## config.mk

```make
export PLATFORM = sky130hd
export DESIGN_NAME = cpu_run_ctrl
export DESIGN_NICKNAME = d
export VERILOG_FILES = /design/src/rtl/cpu_run_pkg.sv /design/src/rtl/cpu_run_ctrl_sat_counter.sv /design/src/rtl/cpu_run_ctrl.sv
export SDC_FILE = /design/constraint.sdc
export NUM_CORES = 1
export LEC_CHECK = 0
export ABC_CLOCK_PERIOD_IN_PS = 4600
export BUFFER_PORTS_ARGS = -buffer_cell sky130_fd_sc_hd__buf_2
export CORE_ASPECT_RATIO = 0.6
export CORE_MARGIN = 2
export CORE_UTILIZATION = 30
export CTS_BUF_LIST = sky130_fd_sc_hd__clkbuf_16
export DETAILED_ROUTE_END_ITERATION = 8
export GPL_TIMING_DRIVEN = 0
export SYNTH_ARGS = -nofsm -noshare
export SYNTH_HDL_FRONTEND = slang
export SYNTH_SLANG_ARGS = --single-unit
```

## constraint.sdc

```tcl
create_clock -name i_clk -period 4.6 [get_ports i_clk]
set_input_delay 1.38 -clock i_clk [delete_from_list [all_inputs] [get_ports i_clk]]
set_output_delay 1.38 -clock i_clk [all_outputs]
set_load 0.02 [all_outputs]
```

## src/rtl/cpu_run_pkg.sv

```systemverilog
// Shared types for the CPU run controller: FSM states, end-cause codes
// and the priority encoder used to pick a single termination cause.
package cpu_run_pkg;

  typedef enum logic [1:0] {
    HOLD = 2'd0,
    RUN  = 2'd1,
    DONE = 2'd2
  } run_state_t;

  typedef enum logic [2:0] {
    CAUSE_NONE    = 3'd0,
    CAUSE_HALT    = 3'd1,
    CAUSE_STALL   = 3'd2,
    CAUSE_TIMEOUT = 3'd3,
    CAUSE_MBOX    = 3'd4
  } end_cause_t;

  // Highest-priority cause wins: halt > mailbox > stall > timeout.
  function automatic end_cause_t pick_cause(
    input logic i_halt,
    input logic i_mbox,
    input logic i_stall,
    input logic i_tmo
  );
    end_cause_t w_cause;
    w_cause = CAUSE_NONE;
    if (i_halt)       w_cause = CAUSE_HALT;
    else if (i_mbox)  w_cause = CAUSE_MBOX;
    else if (i_stall) w_cause = CAUSE_STALL;
    else if (i_tmo)   w_cause = CAUSE_TIMEOUT;
    return w_cause;
  endfunction

endpackage

```

## src/rtl/cpu_run_ctrl_sat_counter.sv

```systemverilog
// Saturating up-counter with synchronous reset, clear and enable;
// holds at all-ones instead of wrapping.
module sat_counter #(
  parameter int W = 32
) (
  input  logic         i_clk,
  input  logic         i_rst,
  input  logic         i_clr,
  input  logic         i_en,
  output logic [W-1:0] o_cnt
);

  logic [W-1:0] r_cnt;

  always_ff @(posedge i_clk) begin
    if (i_rst || i_clr) begin
      r_cnt <= '0;
    end else if (i_en && !(&r_cnt)) begin
      r_cnt <= r_cnt + W'(1);
    end
  end

  assign o_cnt = r_cnt;

endmodule

```

## src/rtl/cpu_run_ctrl.sv

```systemverilog
// Run controller for CPU bring-up: stretched core reset, run counters and
// end-of-run detection. Mailbox termination is built only with CPU_RUN_CTRL_MAILBOX_EN.
//
// state | meaning
// HOLD  | core held in reset for RST_CYCLES cycles
// RUN   | core running, counters and end detectors active
// DONE  | run ended, results frozen until rst
module cpu_run_ctrl
  import cpu_run_pkg::*;
#(
  parameter int              ADDR_W       = 16,
  parameter int              CNT_W        = 32,
  parameter int              RST_CYCLES   = 4,
  parameter int              TIMEOUT      = 250,
  parameter int              STALL_CYCLES = 8,
  parameter logic [ADDR_W-1:0] MBOX_ADDR  = 16'hFFF0
) (
  input  logic              i_clk,
  input  logic              i_rst,
  input  logic [ADDR_W-1:0] i_pc,
  input  logic              i_retire,
  input  logic              i_halt,
  input  logic              i_mem_we,
  input  logic [ADDR_W-1:0] i_mem_addr,
  input  logic [7:0]        i_mem_wdata,
  output logic              o_cpu_rst,
  output logic              o_running,
  output logic              o_sim_end,
  output logic [2:0]        o_end_cause,
  output logic [7:0]        o_exit_code,
  output logic [CNT_W-1:0]  o_cycle_cnt,
  output logic [CNT_W-1:0]  o_instr_cnt
);

  localparam int HOLD_W  = (RST_CYCLES > 1) ? $clog2(RST_CYCLES) : 1;
  localparam int STALL_W = (STALL_CYCLES > 1) ? $clog2(STALL_CYCLES) : 1;

  localparam logic [HOLD_W-1:0]  HOLD_LAST = HOLD_W'((RST_CYCLES > 0) ? RST_CYCLES - 1 : 0);
  // Counter value seen on the retire that completes the stall run.
  localparam logic [STALL_W-1:0] STALL_HIT = STALL_W'((STALL_CYCLES > 1) ? STALL_CYCLES - 2 : 0);
  localparam logic [CNT_W-1:0]   TMO_LAST  = CNT_W'((TIMEOUT > 0) ? TIMEOUT - 1 : 0);

  run_state_t          r_state;
  run_state_t          w_state_nxt;
  logic [HOLD_W-1:0]   r_hold_cnt;
  logic [STALL_W-1:0]  r_stall_cnt;
  logic [ADDR_W-1:0]   r_last_pc;
  end_cause_t          r_end_cause;
  end_cause_t          w_cause;
  logic [CNT_W-1:0]    w_cycle_cnt;
  logic [CNT_W-1:0]    w_instr_cnt;

  logic w_in_hold;
  logic w_in_run;
  logic w_same_pc;
  logic w_ev_halt;
  logic w_ev_mbox;
  logic w_ev_stall;
  logic w_ev_tmo;
  logic w_end;

  assign w_in_hold = (r_state == HOLD);
  assign w_in_run  = (r_state == RUN);
  assign w_same_pc = i_retire && (i_pc == r_last_pc);

  assign w_ev_halt  = i_halt;
  assign w_ev_stall = (STALL_CYCLES != 0) && w_same_pc &&
                      ((STALL_CYCLES == 1) || (r_stall_cnt == STALL_HIT));
  assign w_ev_tmo   = (TIMEOUT != 0) && (w_cycle_cnt == TMO_LAST);

`ifdef CPU_RUN_CTRL_MAILBOX_EN
  logic [7:0] r_exit_code;

  assign w_ev_mbox = i_mem_we && (i_mem_addr == MBOX_ADDR);

  // Exit code is captured even when a simultaneous halt takes the cause.
  always_ff @(posedge i_clk) begin
    if (i_rst) begin
      r_exit_code <= 8'h00;
    end else if (w_in_run && w_ev_mbox) begin
      r_exit_code <= i_mem_wdata;
    end
  end

  assign o_exit_code = r_exit_code;
`else
  logic w_unused_mbox;

  assign w_ev_mbox     = 1'b0;
  assign w_unused_mbox = ^{i_mem_we, i_mem_addr, i_mem_wdata, MBOX_ADDR};
  assign o_exit_code   = 8'h00;
`endif

  assign w_end   = w_ev_halt || w_ev_mbox || w_ev_stall || w_ev_tmo;
  assign w_cause = pick_cause(w_ev_halt, w_ev_mbox, w_ev_stall, w_ev_tmo);

  always_ff @(posedge i_clk) begin
    if (i_rst) begin
      r_state <= HOLD;
    end else begin
      r_state <= w_state_nxt;
    end
  end

  always_comb begin
    w_state_nxt = r_state;
    unique case (r_state)
      HOLD:    if (r_hold_cnt == HOLD_LAST) w_state_nxt = RUN;
      RUN:     if (w_end) w_state_nxt = DONE;
      DONE:    w_state_nxt = DONE;
      default: w_state_nxt = HOLD;
    endcase
  end

  always_ff @(posedge i_clk) begin
    if (i_rst) begin
      r_hold_cnt <= '0;
    end else if (w_in_hold && (r_hold_cnt != HOLD_LAST)) begin
      r_hold_cnt <= r_hold_cnt + HOLD_W'(1);
    end
  end

  always_ff @(posedge i_clk) begin
    if (i_rst) begin
      r_stall_cnt <= '0;
      r_last_pc   <= '0;
    end else if (w_in_run && i_retire) begin
      r_last_pc   <= i_pc;
      r_stall_cnt <= w_same_pc ? r_stall_cnt + STALL_W'(1) : '0;
    end
  end

  always_ff @(posedge i_clk) begin
    if (i_rst) begin
      r_end_cause <= CAUSE_NONE;
    end else if (w_in_run && w_end) begin
      r_end_cause <= w_cause;
    end
  end

  sat_counter #(.W(CNT_W)) u_cycle_cnt (
    .i_clk (i_clk),
    .i_rst (i_rst),
    .i_clr (w_in_hold),
    .i_en  (w_in_run),
    .o_cnt (w_cycle_cnt)
  );

  sat_counter #(.W(CNT_W)) u_instr_cnt (
    .i_clk (i_clk),
    .i_rst (i_rst),
    .i_clr (w_in_hold),
    .i_en  (w_in_run && i_retire),
    .o_cnt (w_instr_cnt)
  );

  assign o_cpu_rst   = w_in_hold;
  assign o_running   = w_in_run;
  assign o_sim_end   = (r_state == DONE);
  assign o_end_cause = r_end_cause;
  assign o_cycle_cnt = w_cycle_cnt;
  assign o_instr_cnt = w_instr_cnt;

endmodule
```

# == Yosys cells after proc, flatten, opt, wreduce, memory -nomap -nowiden ==
# Cells that the tools add are included.
# totals
output_inout_bits,78
regBits,90
elab_cells,43
# classes
n_eq_ne,9
n_addsub,4
n_reduce_logical,16
n_mux,7
# op_table
op,count
adder 32 x 1 -> 32 bit (second input constant),2
AND reduction 32 bit,2
equality test 32 x 8 -> 1 bit (second input constant),1
equality test 16 bit,1
two-way mux 2 bit,4
logical AND 1 bit,7
two-way mux 3 bit,2
!= test 2 bit (second input constant),3
case mux 2 bit (3 select lines),1
equality test 2 bit (second input constant),2
adder 3 x 1 -> 3 bit (second input constant),1
equality test 3 bit (second input constant),1
logical OR 1 bit,3
adder 2 x 1 -> 2 bit (second input constant),1
equality test 2 x 1 -> 1 bit (second input constant),1
logical NOT 1 bit,2
logical NOT 2 bit,1
AND reduction 2 bit,1

# == Logic depth before layout (Yosys ltp) ==
# Gate-level depths: netlist of run 1.
# logic_depth
word_depth,7
depth_mapped,8

# == Modules after synthesis ==
# Synthesis of run 1 repeated with hierarchy kept, for this count alone.
# unflattened
cells_unflattened,562
area_unflattened_um2,4668.2
# by_module_without_submodules
mod,cells_each,seq_area_each_um2,area_per_inst_um2,instances
sat_counter,194,640.6,1636.6,2
cpu_run_ctrl,174,500.5,1395.1,1

# == Worst setup path before layout of run 1 ==
# OpenSTA, ideal clock, no wires.
# synth_path
path_kind,input-to-reg
startpoint,in i_pc[9]
endpoint,reg r_state[0]
arrival_time_ns,2.808
path_stages,5
path_slack_ns,1.672
setup_time_ns,0.120
path_cell_list,xnor2_1 > nand4_1 > or4_4 > or3_1 > a211o_1
# synth_via
elab_chain_len,7
# synth_lines
item,line,rtl
"start, declared",cpu_run_ctrl.sv:20,"input logic [ADDR_W-1:0] i_pc,"
equality test 16 bit,cpu_run_ctrl.sv:64,assign w_same_pc = i_retire && (i_pc == r_last_pc);
logical AND 1 bit,cpu_run_ctrl.sv:64,
logical AND 1 bit,cpu_run_ctrl.sv:67,assign w_ev_stall = (STALL_CYCLES != 0) && w_same_pc &&
logical OR 1 bit (2 in series),cpu_run_ctrl.sv:94,assign w_end = w_ev_halt || w_ev_mbox || w_ev_stall || w_ev_tmo;
!= test 2 bit (no source line),n/a,
AND reduction 2 bit (no source line),n/a,
"end signal, assigned",cpu_run_ctrl.sv:101,r_state <= w_state_nxt;
"end, declared",cpu_run_ctrl.sv:43,run_state_t r_state;
# No other way between the ends.
# A chain may end at the register's enable or synchronous reset.

# == Worst setup path after layout of run 1 ==
# layout_path
startpoint,in i_rst
endpoint,reg u_cycle_cnt.r_cnt[21] (netlist: u_cycle_cnt.o_cnt[21])
# layout_via
elab_chain_len,1
# layout_lines
item,line,rtl
"start, declared",cpu_run_ctrl.sv:19,"input logic i_rst,"
logical OR 1 bit,cpu_run_ctrl_sat_counter.sv:16,if (i_rst || i_clr) begin
"end signal, assigned",cpu_run_ctrl_sat_counter.sv:19,r_cnt <= r_cnt + W'(1);
"end, declared",cpu_run_ctrl_sat_counter.sv:13,logic [W-1:0] r_cnt;
# No other way between the ends.

==> results.md, run 1 <==
- Total area of multi-input combinational cells: ~2600 um^2
- FP Rows: 35
- # Post-CTS Setup Buffers: 0
- Unrepaired setup endpoints after global routing: false
- Synth Area in Adders: 0.0243
- Final period demand of the worst path: roughly 2.9 ns
- Critical Setup Path Class: in2reg
- CTS Hold Buffers Added: 0
- DRC violations left: 0
- Synthesized-area fraction occupied by xor and xnor cells: 0.0605
- Die outline width: about 160 um
- Dominant combinational cell family by area after synthesis: simple AND/OR/NAND/NOR gates
- Total half-perimeter wirelength after legalization and detailed placement: 9790 um
- Basic-gate share of the synthesized area counting and, or, nand and nor cells: 0.306
- Die height: between 100 and 150 um
- Endpoint kind of the worst setup timing path: flip-flop
- Pwr dens: 322 nW/um^2
- Portion of the post-synthesis area used by sequential elements: 0.385
- Max H-tree Level: 3
- Clock tree from TritonCTS: built
- Nets@finish: 732
- Flop2flop setup slack: 2.03 ns
- Maximum VDD drop: 0.000200 V
- DR WL/cell: approximately 15 um
- Antenna violation net count after detailed routing: 0
- Proportion of layout cells with a drive suffix above 1: 0.198
- Deepest clock path buffer count: 2
- Global-route total usage across every layer: 0.161
- Area fraction in compound gates after synthesis: 0.167
- Insertion delay to the later sink of the worst-skew pair: 0.35 ns
- Placer's final routability congestion estimate: about 0.81
- Setup TNS: 0 ns
- Number of detailed-routing iterations run before antenna repair: 5
- Maximum operating frequency: about 340 MHz
- Most used flip-flop cell after synthesis: sky130_fd_sc_hd__dfxtp_1
- Wire length reported by the detailed router: around 13,000 um
- Clock Skews: 0.0142 ns
- Crit start category: input pin
- Count of unique library cells instantiated by Yosys: 53
- Number of max-cap violations: 0
- Number of placed instances with taps included: 870
- Fin util: 0.373
- Share of synthesized registers carrying an async set or reset: 0
- Number of clock sinks seen by CTS: 89
- Crit share post-route: 0.636
- Std-Cell Core Area: ~15,000 um^2
- Multiplexer area fraction after synthesis: 0.00649
- Worst Hold Endpoint: r_last_pc[9]
- Count of final max-slew check failures: 0
- Vias in the first global route: between 3,000 and 4,000
- Synthesis-to-finish area growth: 22.3%
- CP max FO: 10
- Count of synthesis-stage warnings from yosys: 0
- Number of cells on the worst reg-to-reg path: 7
- Final global-route overflow total: 0
- Relative slew slack: 0.490
- Hold_sp: r_last_pc[9]
- Pin count of the biggest net entering global routing: 18
- Drt initial violations: between 200 and 300
- Reg2reg start: r_state[0]
- Worst Path Required: 4.81 ns
- Worst hold path class: reg2reg
- Initial Utilization: 0.305
- Outcome: completed
- Sequential cell area: ~1800 um^2
- Post-place setup slack: 1.28 ns
- Wire length of the first global-routing pass: roughly 21,000 um
- Gates resized, CTS repair: 0
- Setup Viol. Count Final: 0
- Final Worst Setup Slack: 1.68 ns
- Hold Worst Slack: between 0.4 and 0.5 ns
- Worst Max-Slew Pin Slew: 0.762 ns
- Filler instances: around 1,600
- Pleak: between 0.002 and 0.0025 uW
- Antenna cell count: 0
- Post-route insts no fill: just under 900
- Hold Crit Depth: 2
- Cells after synthesis: roughly 570
- Avg Inst Size Synth: between 8 and 9 um^2
- Boundary pin count: ~120
- Synthesized area: approximately 4600 um^2
- Worst-path clk slew: ~0.07 ns
- Number of buffers created by CTS: 9
- Vias per inst: just over 5
- CP Data Arrival Time: 3.13 ns
- Die area: 16,500 um^2
- Flip-flop and latch count after synthesis: 89
- RR Endpoint: u_cycle_cnt.o_cnt[21]
- Final hold viol count: 0
- Root buffer cell: sky130_fd_sc_hd__clkbuf_16
- Number of enable-type register cells in the synthesized netlist: 0
- I/O Buffers: 88
- Antenna violations before repair: 0
- Vias after detailed routing: roughly 4,500
[metal layers]
| metal | up-vias | part of all wire | track usage |
|---|---|---|---|
| met2 | 113 | 0.40 | 0.215 |
| li1 | 2304 | - | - |
| met1 | 2111 | 0.54 | 0.256 |
| met4 | 0 | 0.0063 | 0.0321 |
| met5 | - | 0 | 0 |
| met3 | 8 | 0.056 | 0.0376 |
[power by group]
part	switching [uW]	internal, uW
combinational	154	80.6
clock	348	433
sequential	15.0	793
total	517	1310
[placed cells by master, fill, tap and decap left out, types with 3 or more instances in the layout]
cell                        instances
sky130_fd_sc_hd__buf_2             96
sky130_fd_sc_hd__dfxtp_1           89
sky130_fd_sc_hd__nand2_1           73
sky130_fd_sc_hd__a21oi_1           62
sky130_fd_sc_hd__nor2_1            32
sky130_fd_sc_hd__o21ai_0           32
sky130_fd_sc_hd__or3_1             31
sky130_fd_sc_hd__xnor2_1           28
sky130_fd_sc_hd__nand3_1           24
sky130_fd_sc_hd__nand4_1           20
sky130_fd_sc_hd__inv_1             13
sky130_fd_sc_hd__and4_1            13
sky130_fd_sc_hd__or4_1             13
sky130_fd_sc_hd__nor4_1            12
sky130_fd_sc_hd__o31ai_1           11
sky130_fd_sc_hd__clkbuf_1          10
sky130_fd_sc_hd__and3_1            10
sky130_fd_sc_hd__ha_1               9
sky130_fd_sc_hd__buf_4              9
sky130_fd_sc_hd__conb_1             9
sky130_fd_sc_hd__clkbuf_16          9
sky130_fd_sc_hd__buf_1              6
sky130_fd_sc_hd__nor3_1             6
sky130_fd_sc_hd__a211oi_1           6
sky130_fd_sc_hd__and2_1             5
sky130_fd_sc_hd__o211ai_1           5
sky130_fd_sc_hd__xor2_1             4
sky130_fd_sc_hd__inv_6              4
sky130_fd_sc_hd__mux2i_1            3
sky130_fd_sc_hd__nor3b_1            3
sky130_fd_sc_hd__nor4b_1            3
[worst max-delay path, cell delays in order]
cell                       delay [ns]
sky130_fd_sc_hd__buf_2           0.14
sky130_fd_sc_hd__or2_2           0.12
sky130_fd_sc_hd__buf_1           0.31
sky130_fd_sc_hd__clkbuf_1        0.45
sky130_fd_sc_hd__buf_1           0.60
sky130_fd_sc_hd__nor2_1          0.12
[cell families after synthesis]
kind of cell,Yosys count
and+or+nand+nor,258
AOI/OAI and AO/OA,131
DFF,89
buffers and inverters,48
xor gates and xnor gates,32
adders and majority gates,9
muxes,3
other,1
[synth_stat cells, drive strengths merged (3+ instances only)]
| cell type | count | share of area |
|---|---|---|
| mux2i | 3 | 0.0065 |
| nor3 | 9 | 0.014 |
| nor4 | 12 | 0.016 |
| and3 | 10 | 0.014 |
| or3 | 31 | 0.042 |
| nand4 | 22 | 0.032 |
| ha | 9 | 0.024 |
| o31ai | 11 | 0.018 |
| nor4b | 3 | 0.0057 |
| xor2 | 4 | 0.0076 |
| nor2 | 32 | 0.026 |
| and4 | 13 | 0.025 |
| buf | 24 | 0.031 |
| or4 | 14 | 0.024 |
| dfxtp | 89 | 0.38 |
| nor3b | 3 | 0.0049 |
| nand3 | 24 | 0.026 |
| a211oi | 6 | 0.0097 |
| o21ai | 32 | 0.035 |
| a31o | 3 | 0.0076 |
| inv | 13 | 0.011 |
| a21oi | 62 | 0.067 |
| nand2 | 73 | 0.059 |
| o211ai | 6 | 0.011 |
| clkbuf | 11 | 0.0092 |
| xnor2 | 28 | 0.053 |
| and2 | 5 | 0.0068 |
[worst max path at each step]
stage	start	endpoint	cells past startpoint
final	i_rst	u_cycle_cnt.o_cnt[21]	6
after global routing	i_rst	u_cycle_cnt.o_cnt[21]	6
after CTS	i_rst	u_cycle_cnt.o_cnt[21]	6
after detailed placement	i_rst	u_cycle_cnt.o_cnt[22]	6
after global placement	i_rst	u_cycle_cnt.o_cnt[10]	6
after floorplan	i_pc[9]	r_state[0]	5
[area by class of cell]
| cell class | count | share of cell area |
|---|---|---|
| plain buffers | 35 | 0.0325 |
| clock buffers | 9 | 0.0398 |
| clock inverters | 7 | 0.0148 |
| inverters | 13 | 0.00862 |
| multi-input cells | 442 | 0.467 |
| flip-flops and latches | 89 | 0.315 |
| well taps | 203 | 0.0449 |
| repair buffers | 88 | 0.0778 |
[state kept, by name (all words and copies together), names as in the netlist]
register	cells
r_hold_cnt	2
r_last_pc	16
u_cycle_cnt.o_cnt	32
o_end_cause	2
r_state	2
r_stall_cnt	3
u_instr_cnt.o_cnt	32
[metrics by stage]
step           power (uW)  cell area, um^2
3_3_place_gp         1060             5350
3_5_place_dp         1060             5350
5_1_grt              1910             5660
2_1_floorplan         991             4660
6_report             1820             5660
4_1_cts              1850             5660
Note: power is estimated with default switching activity, not from simulation.
==> run 2, diff against run 1 <==
- ABC_AREA: unset -> 1
- ABC_CLOCK_PERIOD_IN_PS: 4600 -> 2780
- clock period: 4.6 -> 2.78 ns (I/O delays scaled with it)
==> run 2 against run 1 <==
Net effect: combinational power rose to 3.1 times the previous value; core utilization decreased by 0.35 points; total power up 85%; worst setup slack got worse by 1.3 ns; final cell count increased by 30%; via count is 18% higher; sequential power up 75%; register-to-register slack worse by 1.7 ns; count of clock-buffer cells in the layout unchanged; sequential share of layout area fell by 3.4 points; critical endpoint is now u_cycle_cnt.o_cnt[6].
==> results.md, run 2 <==
- Outcome: completed (unchanged)
- Commonest non-fill, non-tap cell in the layout: sky130_fd_sc_hd__nand2_1 (was sky130_fd_sc_hd__buf_2)
- Most used flip-flop cell after synthesis: sky130_fd_sc_hd__dfxtp_1 (unchanged)
- Worst-path clk slew: 0.07 ns (about the same)
- Switch Pwr: 1100 uW (was 517 uW)
- Synthesis-to-finish area growth: 20.0% (was 22.3%)
- Crit start category: flip-flop (was input pin)
- Total half-perimeter wirelength after legalization and detailed placement: 12,900 um (was 9790 um)
- Number of enable-type register cells in the synthesized netlist: 0 (unchanged)
- Placer's final routability congestion estimate: 0.972 (was 0.809)
- Final period demand of the worst path: 2.42 ns
- Die outline width: 175 um (was 164 um)
- Vias after detailed routing: 5,373 (was 4,536)
- Clock Skews: 0.0128 ns (was 0.0142 ns)
- Global-route total usage across every layer: 0.178 (was 0.161)
- Max H-tree Level: 3 (unchanged)
- List of cells traversed by the critical path: inv_1 > ha_1 > nor2_1 > inv_1 > clkbuf_1 > clkbuf_1 > a21oi_1 (was buf_2 > or2_2 > buf_1 > clkbuf_1 > buf_1 > nor2_1)
- Number of buffers created by CTS: 9 (unchanged)
- Final global-route overflow total: 0 (unchanged)
- Synthesized area: 5280 um^2 (was 4630 um^2)
- Drt initial violations: 563 (was 286)
- Number of placed instances with taps included: 1,134 (was 870)
- I/O Buffers: 88 (unchanged)
- Root buffer cell: sky130_fd_sc_hd__clkbuf_16 (unchanged)
- Wire length of the first global-routing pass: 25,800 um (was 21,100 um)
- Gates resized, CTS repair: 0 (unchanged)
- CP max stage delay: 0.46 ns (was 0.60 ns)
- Post-DP Area: 6040 um^2 (was 5350 um^2)
- Final hold viol count: 0 (unchanged)
- Maximum VDD drop: 0.000274 V (was 0.000200 V)
- Count of final max-slew check failures: 0 (unchanged)
- Flip-flop and latch count after synthesis: 89 (unchanged)
- Worst Path Required: 3.05 ns (was 4.81 ns)
- Number of buffer and inverter stages on the critical path: 4 (unchanged)
- Area share of the leading cell type in the synthesized netlist: 0.337 (was 0.385)
- Fraction of power spent switching nets: 0.326 (was 0.284)
- Share of synthesized registers carrying an async set or reset: 0 (unchanged)
- FP Rows: 37 (was 35)
- Count of synthesis-stage warnings from yosys: 0 (unchanged)
- Number of clock sinks seen by CTS: 89 (unchanged)
- Initial Utilization: 0.307 (was 0.305)
- CP max FO: 10 (unchanged)
- Cell type with the highest aggregate area in the netlist: sky130_fd_sc_hd__dfxtp_1 (unchanged)
- DRC violations left: 0 (unchanged)
- Antenna violations before repair: 0 (unchanged)
- Critical Setup Path Class: reg2reg (was in2reg)
- Pleak: 0.00252 uW (was 0.00204 uW)
- Vias in the first global route: 4,656 (was 3,954)
- Pwr dens: 534 nW/um^2 (was 322 nW/um^2)
- Part of the power in registers: 0.417 (was 0.443)
- Nets@finish: 965 (was 732)
- Cells after synthesis: 804 (was 571)
- Pin count of the biggest net entering global routing: 16 (was 18)
- Antenna cell count: 0 (unchanged)
- Clock tree from TritonCTS: built (unchanged)
- Die height: 107 um (was 100 um)
- Post-route insts no fill: 1,150 (was 886)
- Worst hold path class: reg2reg (unchanged)
- Unrepaired setup endpoints after global routing: false (unchanged)
- Relative slew slack: 0.489 (was 0.490)
- Top delay family on crit path: buffers and inverters (unchanged)
- Number of max-cap violations: 0 (unchanged)
- Avg Inst Size Synth: 6.57 um^2 (was 8.11 um^2)
- Worst Max-Slew Pin Slew: 0.767 ns (was 0.762 ns)
- Number of detailed-routing iterations run before antenna repair: 5 (unchanged)
- Count of unique library cells instantiated by Yosys: 40 (was 53)
- Standard cell with the maximum stage delay on the critical path: sky130_fd_sc_hd__nor2_1 (was sky130_fd_sc_hd__buf_1)
- Crit share post-route: 0.869
- Deepest clock path buffer count: 2 (unchanged)
- CTS Hold Buffers Added: 0 (unchanged)
- Vias per inst: 4.67 (was 5.12)
- Proportion of layout cells with a drive suffix above 1: 0.178 (was 0.198)
- Endpoint kind of the worst setup timing path: flip-flop (unchanged)
- # Post-CTS Setup Buffers: 0 (unchanged)
- Insertion delay to the later sink of the worst-skew pair: 0.35 ns (about the same)
- Proportion of power drawn by combinational gates: 0.216 (was 0.129)
- Commonest cells after routing, fill and taps aside: sky130_fd_sc_hd__nand2_1 (208), sky130_fd_sc_hd__nor2_1 (98), sky130_fd_sc_hd__buf_2 (93), sky130_fd_sc_hd__inv_1 (90), sky130_fd_sc_hd__dfxtp_1 (89) (was sky130_fd_sc_hd__buf_2 (96), sky130_fd_sc_hd__dfxtp_1 (89), sky130_fd_sc_hd__nand2_1 (73), sky130_fd_sc_hd__a21oi_1 (62))
- Portion of the post-synthesis area used by sequential elements: 0.337 (was 0.385)
- Power share of the clock group: 0.368 (was 0.428)
- Setup Viol. Count Final: 0 (unchanged)
- Maximum operating frequency: around 410 MHz
- Final design instance area without fill: 6340 um^2 (was 5660 um^2)
- DR WL/cell: 14.4 um (was 14.8 um)
- Leading post-synthesis cells by instance count: sky130_fd_sc_hd__nand2_1 (208), sky130_fd_sc_hd__nor2_1 (98), sky130_fd_sc_hd__dfxtp_1 (89), sky130_fd_sc_hd__inv_1 (89), sky130_fd_sc_hd__a21oi_1 (57) (was sky130_fd_sc_hd__dfxtp_1 (89), sky130_fd_sc_hd__nand2_1 (73), sky130_fd_sc_hd__a21oi_1 (62))
- Wire length reported by the detailed router: 16,500 um (was 13,100 um)
- Most frequent cell after synthesis: sky130_fd_sc_hd__nand2_1 (was sky130_fd_sc_hd__dfxtp_1)
- Die area: 18,700 um^2 (was 16,500 um^2)
- Main area contributors after synthesis: sky130_fd_sc_hd__dfxtp_1 (34%), sky130_fd_sc_hd__nand2_1 (15%), sky130_fd_sc_hd__nor2_1 (7.0%) (was sky130_fd_sc_hd__dfxtp_1 (38%), sky130_fd_sc_hd__a21oi_1 (6.7%), sky130_fd_sc_hd__nand2_1 (5.9%))
- Boundary pin count: 123 (unchanged)
- CP Data Arrival Time: 2.68 ns (was 3.13 ns)
- Internal power summed over all cells: 2280 uW (was 1310 uW)
- Antenna violation net count after detailed routing: 0 (unchanged)
- Std-Cell Core Area: 17,200 um^2 (was 15,200 um^2)
-- run 2: cell count changes after synthesis, moves of 11 or more --
cell and delta:
sky130_fd_sc_hd__nor3_1 +31, sky130_fd_sc_hd__or4_1 -13, sky130_fd_sc_hd__nand2_1 +135, sky130_fd_sc_hd__or3_1 -31, sky130_fd_sc_hd__nor4_1 -11, sky130_fd_sc_hd__inv_1 +76
sky130_fd_sc_hd__xor2_1 +27, sky130_fd_sc_hd__a21oi_2 +16, sky130_fd_sc_hd__nor2_1 +66, sky130_fd_sc_hd__o21ai_0 +13, sky130_fd_sc_hd__and4_1 -13, sky130_fd_sc_hd__xnor2_1 -22
-- run 2: tightest hold or removal path, cell delays in order (launching register included) --
cell and delay, ns:
sky130_fd_sc_hd__dfxtp_1 0.32, sky130_fd_sc_hd__inv_1 0.05, sky130_fd_sc_hd__a21oi_1 0.05
-- run 2: cells by family after synthesis --
group                      synth area share
and+or+nand+nor                       0.342
adders and majority gates            0.0213
xor gates and xnor gates             0.0614
AOI/OAI and AO/OA                     0.133
DFF                                   0.337
buffers and inverters                 0.104
other                              0.000710
-- run 2: cell type report --
cell class	instances	area, um^2
multi-input combinational	598	2980
tap	234	293
clock inverter	7	70.1
buffer	29	188
inverter	96	360
fill	1853	10800
clock buffer	9	225
sequential	89	1780
timing repair buffer	88	440
-- run 2: path summary, 6_finish.rpt --
check / startpoint / to / slack, ns / depth (start not counted)
worst max-delay path: r_state[0] / u_cycle_cnt.o_cnt[6] / 0.36 / 7
worst min-delay path: o_end_cause[1] / o_end_cause[1] / 0.46 / 2
worst max register to register: r_state[0] / u_cycle_cnt.o_cnt[6] / 0.36 / 7
worst min register to register: o_end_cause[1] / o_end_cause[1] / 0.46 / 2
-- run 2: metrics by stage --
stage | total power (uW) | utilization | setup WS [ns] | hold slack (ns) | TNS, ns
2_1_floorplan | 1940 | - | 0.922 | 0.443 | 0
3_3_place_gp | 2160 | 0.352 | 0.0108 | 0.446 | 0
3_5_place_dp | 2170 | 0.352 | -0.0167 | 0.443 | -0.0256
4_1_cts | 3430 | 0.369 | 0.256 | 0.461 | 0
5_1_grt | 3580 | 0.369 | 0.0358 | 0.495 | 0
6_report | 3380 | 0.369 | 0.364 | 0.460 | 0
-- run 2: power by group through the flow --
| stage | combinational [uW] | clock [uW] | sequential (uW) |
|---|---|---|---|
| after floorplan | 503 | 0 | 1440 |
| final | 730 | 1240 | 1410 |
| after detailed placement | 732 | 0 | 1440 |
| after CTS | 735 | 1290 | 1410 |
| after global routing | 826 | 1330 | 1420 |
| after global placement | 727 | 0 | 1440 |
-- run 2: metal layers --
metal | global-route usage | up-vias | share of wire
li1 | - | 2769 | -
met1 | 0.296 | 2413 | 0.56
met2 | 0.219 | 185 | 0.35
met3 | 0.0450 | 6 | 0.086
met4 | 0.0286 | 0 | 0.0048
met5 | 0 | - | 0
